$ cat config.mk
export PLATFORM = sky130hd
export DESIGN_NAME = seg_scan_ctrl
export DESIGN_NICKNAME = d
export VERILOG_FILES = /design/src/rtl/seg_scan_pkg.sv /design/src/rtl/seg_scan_timer.sv /design/src/rtl/seg_scan_ctrl.sv
export SDC_FILE = /design/constraint.sdc
export NUM_CORES = 1
export LEC_CHECK = 0
export CAP_MARGIN = 30
export CELL_PAD_IN_SITES_DETAIL_PLACEMENT = 1
export CELL_PAD_IN_SITES_GLOBAL_PLACEMENT = 2
export CORE_ASPECT_RATIO = 1.75
export CORE_MARGIN = 2
export CORE_UTILIZATION = 35
export DETAILED_ROUTE_END_ITERATION = 7
export GPL_TIMING_DRIVEN = 0
export PLACE_DENSITY = 0.81
export SYNTH_ARGS = -nofsm -noshare
export SYNTH_HDL_FRONTEND = slang
export SYNTH_HIERARCHICAL = 1
export SYNTH_SLANG_ARGS = --single-unit
$ cat constraint.sdc
create_clock -name clk -period 3.85 [get_ports clk]
set_input_delay 1.155 -clock clk [delete_from_list [all_inputs] [get_ports clk]]
set_output_delay 1.155 -clock clk [all_outputs]
set_load 0.005 [all_outputs]
$ cat src/rtl/seg_scan_pkg.sv
// Shared types and glyph table for the multiplexed 7-segment scan controller.
// Segments are active-low, ordered {g,f,e,d,c,b,a}.
package seg_scan_pkg;

  typedef enum logic [0:0] {
    ST_BLANK = 1'b0,
    ST_DRIVE = 1'b1
  } seg_state_e;

  localparam logic [6:0] SEG_OFF = 7'h7F;

  // Indexed by nibble value; element 15 is listed first.
  localparam logic [15:0][6:0] SEG_GLYPH = {
    7'h0E, 7'h06, 7'h21, 7'h46, 7'h03, 7'h08, 7'h10, 7'h00,  // F E d C b A 9 8
    7'h78, 7'h02, 7'h12, 7'h19, 7'h30, 7'h24, 7'h79, 7'h40   // 7 6 5 4 3 2 1 0
  };

  function automatic logic [6:0] hex_to_seg(input logic [3:0] nibble);
    return SEG_GLYPH[nibble];
  endfunction

endpackage

$ cat src/rtl/seg_scan_timer.sv
// Slot cycle counter and digit index for the scan controller; flags the last
// cycle of each slot and the last cycle of the frame.
module seg_scan_timer #(
  parameter  int NDIG     = 8,
  parameter  int SLOT_CYC = 100000,
  localparam int CW       = $clog2(SLOT_CYC),
  localparam int IW       = $clog2(NDIG)
) (
  input  logic          clk,
  input  logic          rst,
  output logic [CW-1:0] cnt,
  output logic [IW-1:0] idx,
  output logic          slot_last,
  output logic          frame_tick
);

  logic [CW-1:0] cnt_q, cnt_d;
  logic [IW-1:0] idx_q, idx_d;
  logic          idx_last;

  assign slot_last  = (cnt_q == CW'(SLOT_CYC - 1));
  assign idx_last   = (idx_q == IW'(NDIG - 1));
  assign frame_tick = slot_last & idx_last;

  always_comb begin
    cnt_d = cnt_q + CW'(1);
    idx_d = idx_q;
    if (slot_last) begin
      cnt_d = '0;
      idx_d = idx_last ? '0 : idx_q + IW'(1);
    end
  end

  always_ff @(posedge clk or posedge rst) begin
    if (rst) begin
      cnt_q <= '0;
      idx_q <= '0;
    end else begin
      cnt_q <= cnt_d;
      idx_q <= idx_d;
    end
  end

  assign cnt = cnt_q;
  assign idx = idx_q;

endmodule

$ cat src/rtl/seg_scan_ctrl.sv
// Refresh scheduler for a multiplexed common-anode 7-segment display with a
// frame-synchronous digit update handshake. Define SEG_SCAN_BLINK_EN for per-digit blink.
module seg_scan_ctrl
  import seg_scan_pkg::*;
#(
  parameter int NDIG         = 8,
  parameter int SLOT_CYC     = 100000,
  parameter int BLANK_CYC    = 1000,
  parameter int BLINK_FRAMES = 64
) (
  input  logic              clk,
  input  logic              rst,
  input  logic              upd_valid,
  output logic              upd_ready,
  input  logic [4*NDIG-1:0] upd_digits,
  input  logic [NDIG-1:0]   digit_mask,
`ifdef SEG_SCAN_BLINK_EN
  input  logic [NDIG-1:0]   blink_mask,
`endif
  output logic [NDIG-1:0]   anode,
  output logic [6:0]        segment,
  output logic              frame_tick
);

  localparam int CW = $clog2(SLOT_CYC);
  localparam int IW = $clog2(NDIG);

  if (NDIG < 2 || NDIG > 8 || BLANK_CYC < 1 || BLANK_CYC >= SLOT_CYC || BLINK_FRAMES < 1)
  begin : g_param_err
    $error("seg_scan_ctrl: parameter out of range");
  end

  logic [CW-1:0] cnt;
  logic [IW-1:0] idx;
  logic          slot_last;
  logic          slot_start;

  seg_scan_timer #(
    .NDIG     (NDIG),
    .SLOT_CYC (SLOT_CYC)
  ) u_timer (
    .clk        (clk),
    .rst        (rst),
    .cnt        (cnt),
    .idx        (idx),
    .slot_last  (slot_last),
    .frame_tick (frame_tick)
  );

  assign slot_start = (cnt == '0);

  // Slot FSM
  seg_state_e state_q, state_d;

  always_comb begin
    state_d = state_q;
    unique case (state_q)
      ST_BLANK: if (cnt == CW'(BLANK_CYC - 1)) state_d = ST_DRIVE;
      ST_DRIVE: if (slot_last)                 state_d = ST_BLANK;
      default:                                 state_d = ST_BLANK;
    endcase
  end

  // Blink phase
  logic blink_on;
`ifdef SEG_SCAN_BLINK_EN
  localparam int BW = (BLINK_FRAMES > 1) ? $clog2(BLINK_FRAMES) : 1;

  logic [BW-1:0] blink_cnt_q, blink_cnt_d;
  logic          blink_on_q, blink_on_d;

  always_comb begin
    blink_cnt_d = blink_cnt_q;
    blink_on_d  = blink_on_q;
    if (frame_tick) begin
      if (blink_cnt_q == BW'(BLINK_FRAMES - 1)) begin
        blink_cnt_d = '0;
        blink_on_d  = ~blink_on_q;
      end else begin
        blink_cnt_d = blink_cnt_q + BW'(1);
      end
    end
  end

  always_ff @(posedge clk or posedge rst) begin
    if (rst) begin
      blink_cnt_q <= '0;
      blink_on_q  <= 1'b1;
    end else begin
      blink_cnt_q <= blink_cnt_d;
      blink_on_q  <= blink_on_d;
    end
  end

  assign blink_on = blink_on_q | ~blink_mask[idx];
`else
  assign blink_on = 1'b1;
`endif

  // Digit enable is latched once per slot so mask changes never cut a slot short.
  logic digit_en_q, digit_en_d;

  always_comb begin
    digit_en_d = digit_en_q;
    if (slot_start) digit_en_d = digit_mask[idx] & blink_on;
  end

  // Update handshake: one staging word, promoted to active only at frame_tick.
  logic [4*NDIG-1:0] staging_q, staging_d;
  logic [4*NDIG-1:0] active_q, active_d;
  logic              pending_q, pending_d;

  assign upd_ready = ~pending_q;

  always_comb begin
    staging_d = staging_q;
    active_d  = active_q;
    pending_d = pending_q;
    if (pending_q) begin
      if (frame_tick) begin
        active_d  = staging_q;
        pending_d = 1'b0;
      end
    end else if (upd_valid) begin
      staging_d = upd_digits;
      pending_d = 1'b1;
    end
  end

  // Output stage
  logic [3:0]      nibble;
  logic [NDIG-1:0] anode_q, anode_d;
  logic [6:0]      segment_q, segment_d;

  always_comb begin
    nibble = 4'h0;
    for (int i = 0; i < NDIG; i++) begin
      if (idx == IW'(i)) nibble = active_q[4*i +: 4];
    end
  end

  always_comb begin
    anode_d   = '1;
    segment_d = SEG_OFF;
    if (state_q == ST_DRIVE && digit_en_q) begin
      anode_d   = ~(NDIG'(1) << idx);
      segment_d = hex_to_seg(nibble);
    end
  end

  always_ff @(posedge clk or posedge rst) begin
    if (rst) begin
      state_q    <= ST_BLANK;
      digit_en_q <= 1'b0;
      staging_q  <= '0;
      active_q   <= '0;
      pending_q  <= 1'b0;
      anode_q    <= '1;
      segment_q  <= SEG_OFF;
    end else begin
      state_q    <= state_d;
      digit_en_q <= digit_en_d;
      staging_q  <= staging_d;
      active_q   <= active_d;
      pending_q  <= pending_d;
      anode_q    <= anode_d;
      segment_q  <= segment_d;
    end
  end

  assign anode   = anode_q;
  assign segment = segment_q;

endmodule

==> summary by stage <==
Outcome
The run finished with clean final reports.

Global routing
The met2 usage is 0.305. The met3 capacity usage during global routing is 0.0319. The maximum number of pins on one net before global-route repair is 53. The number of antenna violations at the first check in global routing is 0. The global-route wire length before repair is 17.6 mm. For met1 alone, demand over resource in global routing was 0.169. The global routing's busiest layer is met2. The via count of the first global-routing pass is 3406. The final global-route overflow total is 0. In the global route stage, overall resource usage came out at 0.159.

STA
The achievable frequency is 272 MHz. The part of the cycle the worst path needs is 0.953. The final count of hold timing violations came to 0.

The worst slew margin relative to its limit is 0.472. The minimum hold slack is 0.491 ns. The count of pins over their slew limit is 0.

Across the routed clock network, the largest skew measured is 0.0112 ns. For the pin with the worst max-slew slack, the measured transition is 0.791 ns. The setup violation total in the final timing report is 0.

Setup repair after global routing left no endpoint under its margin. The clock period minus worst slack is 3.67 ns.

Pwr
Summed over all cells, the static leakage comes to 0.00250 uW. The maximum VDD drop is 0.167 mV. The total power is 2150 uW. For this design the ratio of total power to cell area is 373 mW/mm2.

Cells and area
The area growth from synthesis to layout is 24.6%. The number of antenna diodes in the final layout is 0. The number of fill cells in the layout is 1417. The end-of-flow core utilization is 0.446.

In the final layout, the share of cells above drive strength 1 is 0.292. The post-layout net count is 468.

Die
The core region is 0.0129 mm2. The overall die area is 0.0142 mm2. The starting utilization of the core area is 0.358. Measured along the y axis, the die boundary spans 156 um. The count of boundary I/O pins is 60. Measured along the x axis, the die boundary spans 90.9 um. Row generation in the floorplan step produced 55 rows.

Synth
The area of the mapped netlist is 0.00463 mm2. The post-synthesis sequential element count is 102. The post-synth net total is 397. The leading area contributor after synthesis is dfrtp_1. The number of enable-type register cells in the synthesized netlist is 0. The netlist uses 52 different library cells. Of the post-synthesis cell area, the dominant cell type holds 0.470. For this run, the register share of the synthesized area comes to 0.555. Yosys printed 6 warnings. Yosys attributes the largest share of cell area to dfrtp_1 47%, mux2_2 16%, dfstp_2 8.5%. The synthesized area per cell is 13.4 um2. The most used flip-flop cell after synthesis is dfrtp_1. The cell count after synthesis is 345. For this run, asynchronously set or reset flops after synthesis account for 1.00.

Setup path
By startpoint and endpoint, the worst setup path is classified as reg -> out. The slowest stage of the critical path is the clkdlybuf4s50_1 cell. The signal on the critical path passes through ha_1 > and3_1 > nand2_1 > nor4_2 > and2_1 > clkdlybuf4s50_1. The required time at the worst-slack endpoint is 2.69 ns. The delay of the slowest cell on the worst path is 0.52 ns.

The maximum net fanout on the critical path is 5. The worst setup path is launched from a register. The endpoint class of the critical path is an output pin.

STA puts the critical path data arrival time at 2.52 ns.

Place
The count of buffers inserted at the top-level ports is 59. Routability-driven placement finished with a final weighted congestion of 0.822. The HPWL after detailed placement is 7.81 mm.

Detailed routing
After the first detailed-routing iteration, the DRC count stood at 94. The remaining number of nets flagged by the antenna check after routing is 0. The routed wire length is 10.5 mm. The mean routed wirelength per cell is 17.8 um. The number of remaining DRC errors is 0. The total vias in the final route is 2959. Before antenna repair, the detailed router went through 4 iterations. The mean number of vias per cell is 5.00.

Clock tree
The number of clock sinks is 102. TritonCTS built the clock tree. The H-tree was split into 3 levels. Clock latency on the worst-skew pair, taken at its later pin, is 0.35 ns. The number of clock buffers inserted by TritonCTS is 9.

Clock-pin slew was measured on the worst setup and hold paths at 0.08 ns. The longest clock path from root to sink contains 2 buffers. The buffer type at the clock tree root is clkbuf_16.

Hold path
The path type of the worst min-delay path is reg -> reg.

Flow run
The reported max-cap violation count is 0.
[final timing paths]
path	cells after the start	slack (ns)	from	endpoint
worst min register to register	1	0.49	staging_q[28]	staging_q[28]
worst max register to register	8	1.08	u_timer/idx[2]	segment[3]
min in group asynchronous	2	1.20	rst	staging_q[2]
worst min-delay path	1	0.49	staging_q[28]	staging_q[28]
max in group asynchronous	2	1.94	rst	u_timer/cnt[0]
worst max-delay path	6	0.18	u_timer/cnt[1]	frame_tick
[critical path, delay by kind of cell, from the launching register on]
family / cells / cell delay, ns
and+or+nand+nor: 4 / 1.00
buffers and inverters: 1 / 0.52
DFF: 1 / 0.42
adders and majority gates: 1 / 0.23
[cells in the mapped netlist (all sizes together), types with 2 or more instances]
| cell type | count |
|---|---|
| a21oi | 5 |
| a22oi | 2 |
| a31oi | 3 |
| and2 | 2 |
| buf | 13 |
| clkbuf | 2 |
| dfrtp | 87 |
| dfstp | 15 |
| ha | 9 |
| inv | 8 |
| mux2 | 70 |
| mux2i | 9 |
| mux4 | 7 |
| nand2 | 15 |
| nand2b | 2 |
| nand3 | 9 |
| nand4 | 7 |
| nor2 | 23 |
| nor2b | 5 |
| nor3 | 4 |
| nor4 | 6 |
| o21a | 2 |
| o21ai | 6 |
| o22ai | 2 |
| o31ai | 2 |
| or2 | 2 |
| or3 | 4 |
| xnor2 | 7 |
| xor2 | 7 |
[per-stage QoR]
step / setup TNS (ns) / setup slack, ns / instances / instance area, um2
floorplan: 0 / 0.611 / 345 / 4630
global placement: -45.70 / -0.686 / 575 / 5430
detailed placement: 0 / 0.403 / 576 / 5460
CTS: 0 / 0.103 / 592 / 5770
global route: 0 / 0.0350 / 592 / 5770
finish: 0 / 0.180 / 592 / 5770
[cell type report]
class                           instances  area (um2)  area share
Clock buffer                            9         225      0.0391
Buffer                                 15        96.3      0.0167
Clock inverter                          7        70.1      0.0122
Inverter                                8        32.5     0.00564
Timing Repair Buffer                   60         618       0.107
Tap cell                              171         214      0.0371
Multi-Input combinational cell        220        1940       0.336
Sequential cell                       102        2570       0.446
[power breakdown]
| group | internal, uW | switching (uW) | total (uW) |
|---|---|---|---|
| clock network | 460 | 438 | 898 |
| registers | 1120 | 26.9 | 1140 |
| logic | 72.5 | 38.7 | 111 |
| total | 1650 | 504 | 2150 |
[cells by family after synthesis]
logic type	Yosys count	synth area share
simple gates	84	0.0954
mux	86	0.229
compound gates	27	0.0422
buf+inv	23	0.0273
xor+xnor	14	0.0265
flops	102	0.555
fa+ha+maj	9	0.0243
[metal layers]
metal  wire [um]  vias to the layer above
met3         256                       15
li1            -                     1378
met1        4030                     1522
met2        6020                       44
met5           0                        -
met4         226                        0
[registers in the layout (all words and copies together) (netlist names)]
name,count
pending_q,1
staging_q,32
u_timer/idx,3
segment,7
state_q,1
u_timer/cnt,17
digit_en_q,1
anode,8
active_q,32
[cell usage in the layout, fill, tap and decap left out, types with 6 or more instances in the layout]
master,n
nand4_1,7
nand2_1,15
xor2_1,7
buf_1,6
clkdlybuf4s50_1,59
xnor2_1,7
nor2_1,23
mux2i_1,8
clkbuf_16,9
mux2_2,65
dfstp_2,15
dfrtp_1,86
nand3_1,9
inv_1,6
ha_1,9
mux4_2,6
[timing repair]
| item | in CTS | in global routing |
|---|---|---|
| hold endpoints to repair | 0 | 0 |
| buffers inserted | 0 | 0 |
| setup endpoints to repair | 1 | 1 |
| gates resized for setup | 1 | 1 |
| hold buffers | 0 | 0 |
Note: power is estimated with default switching activity, not from simulation.
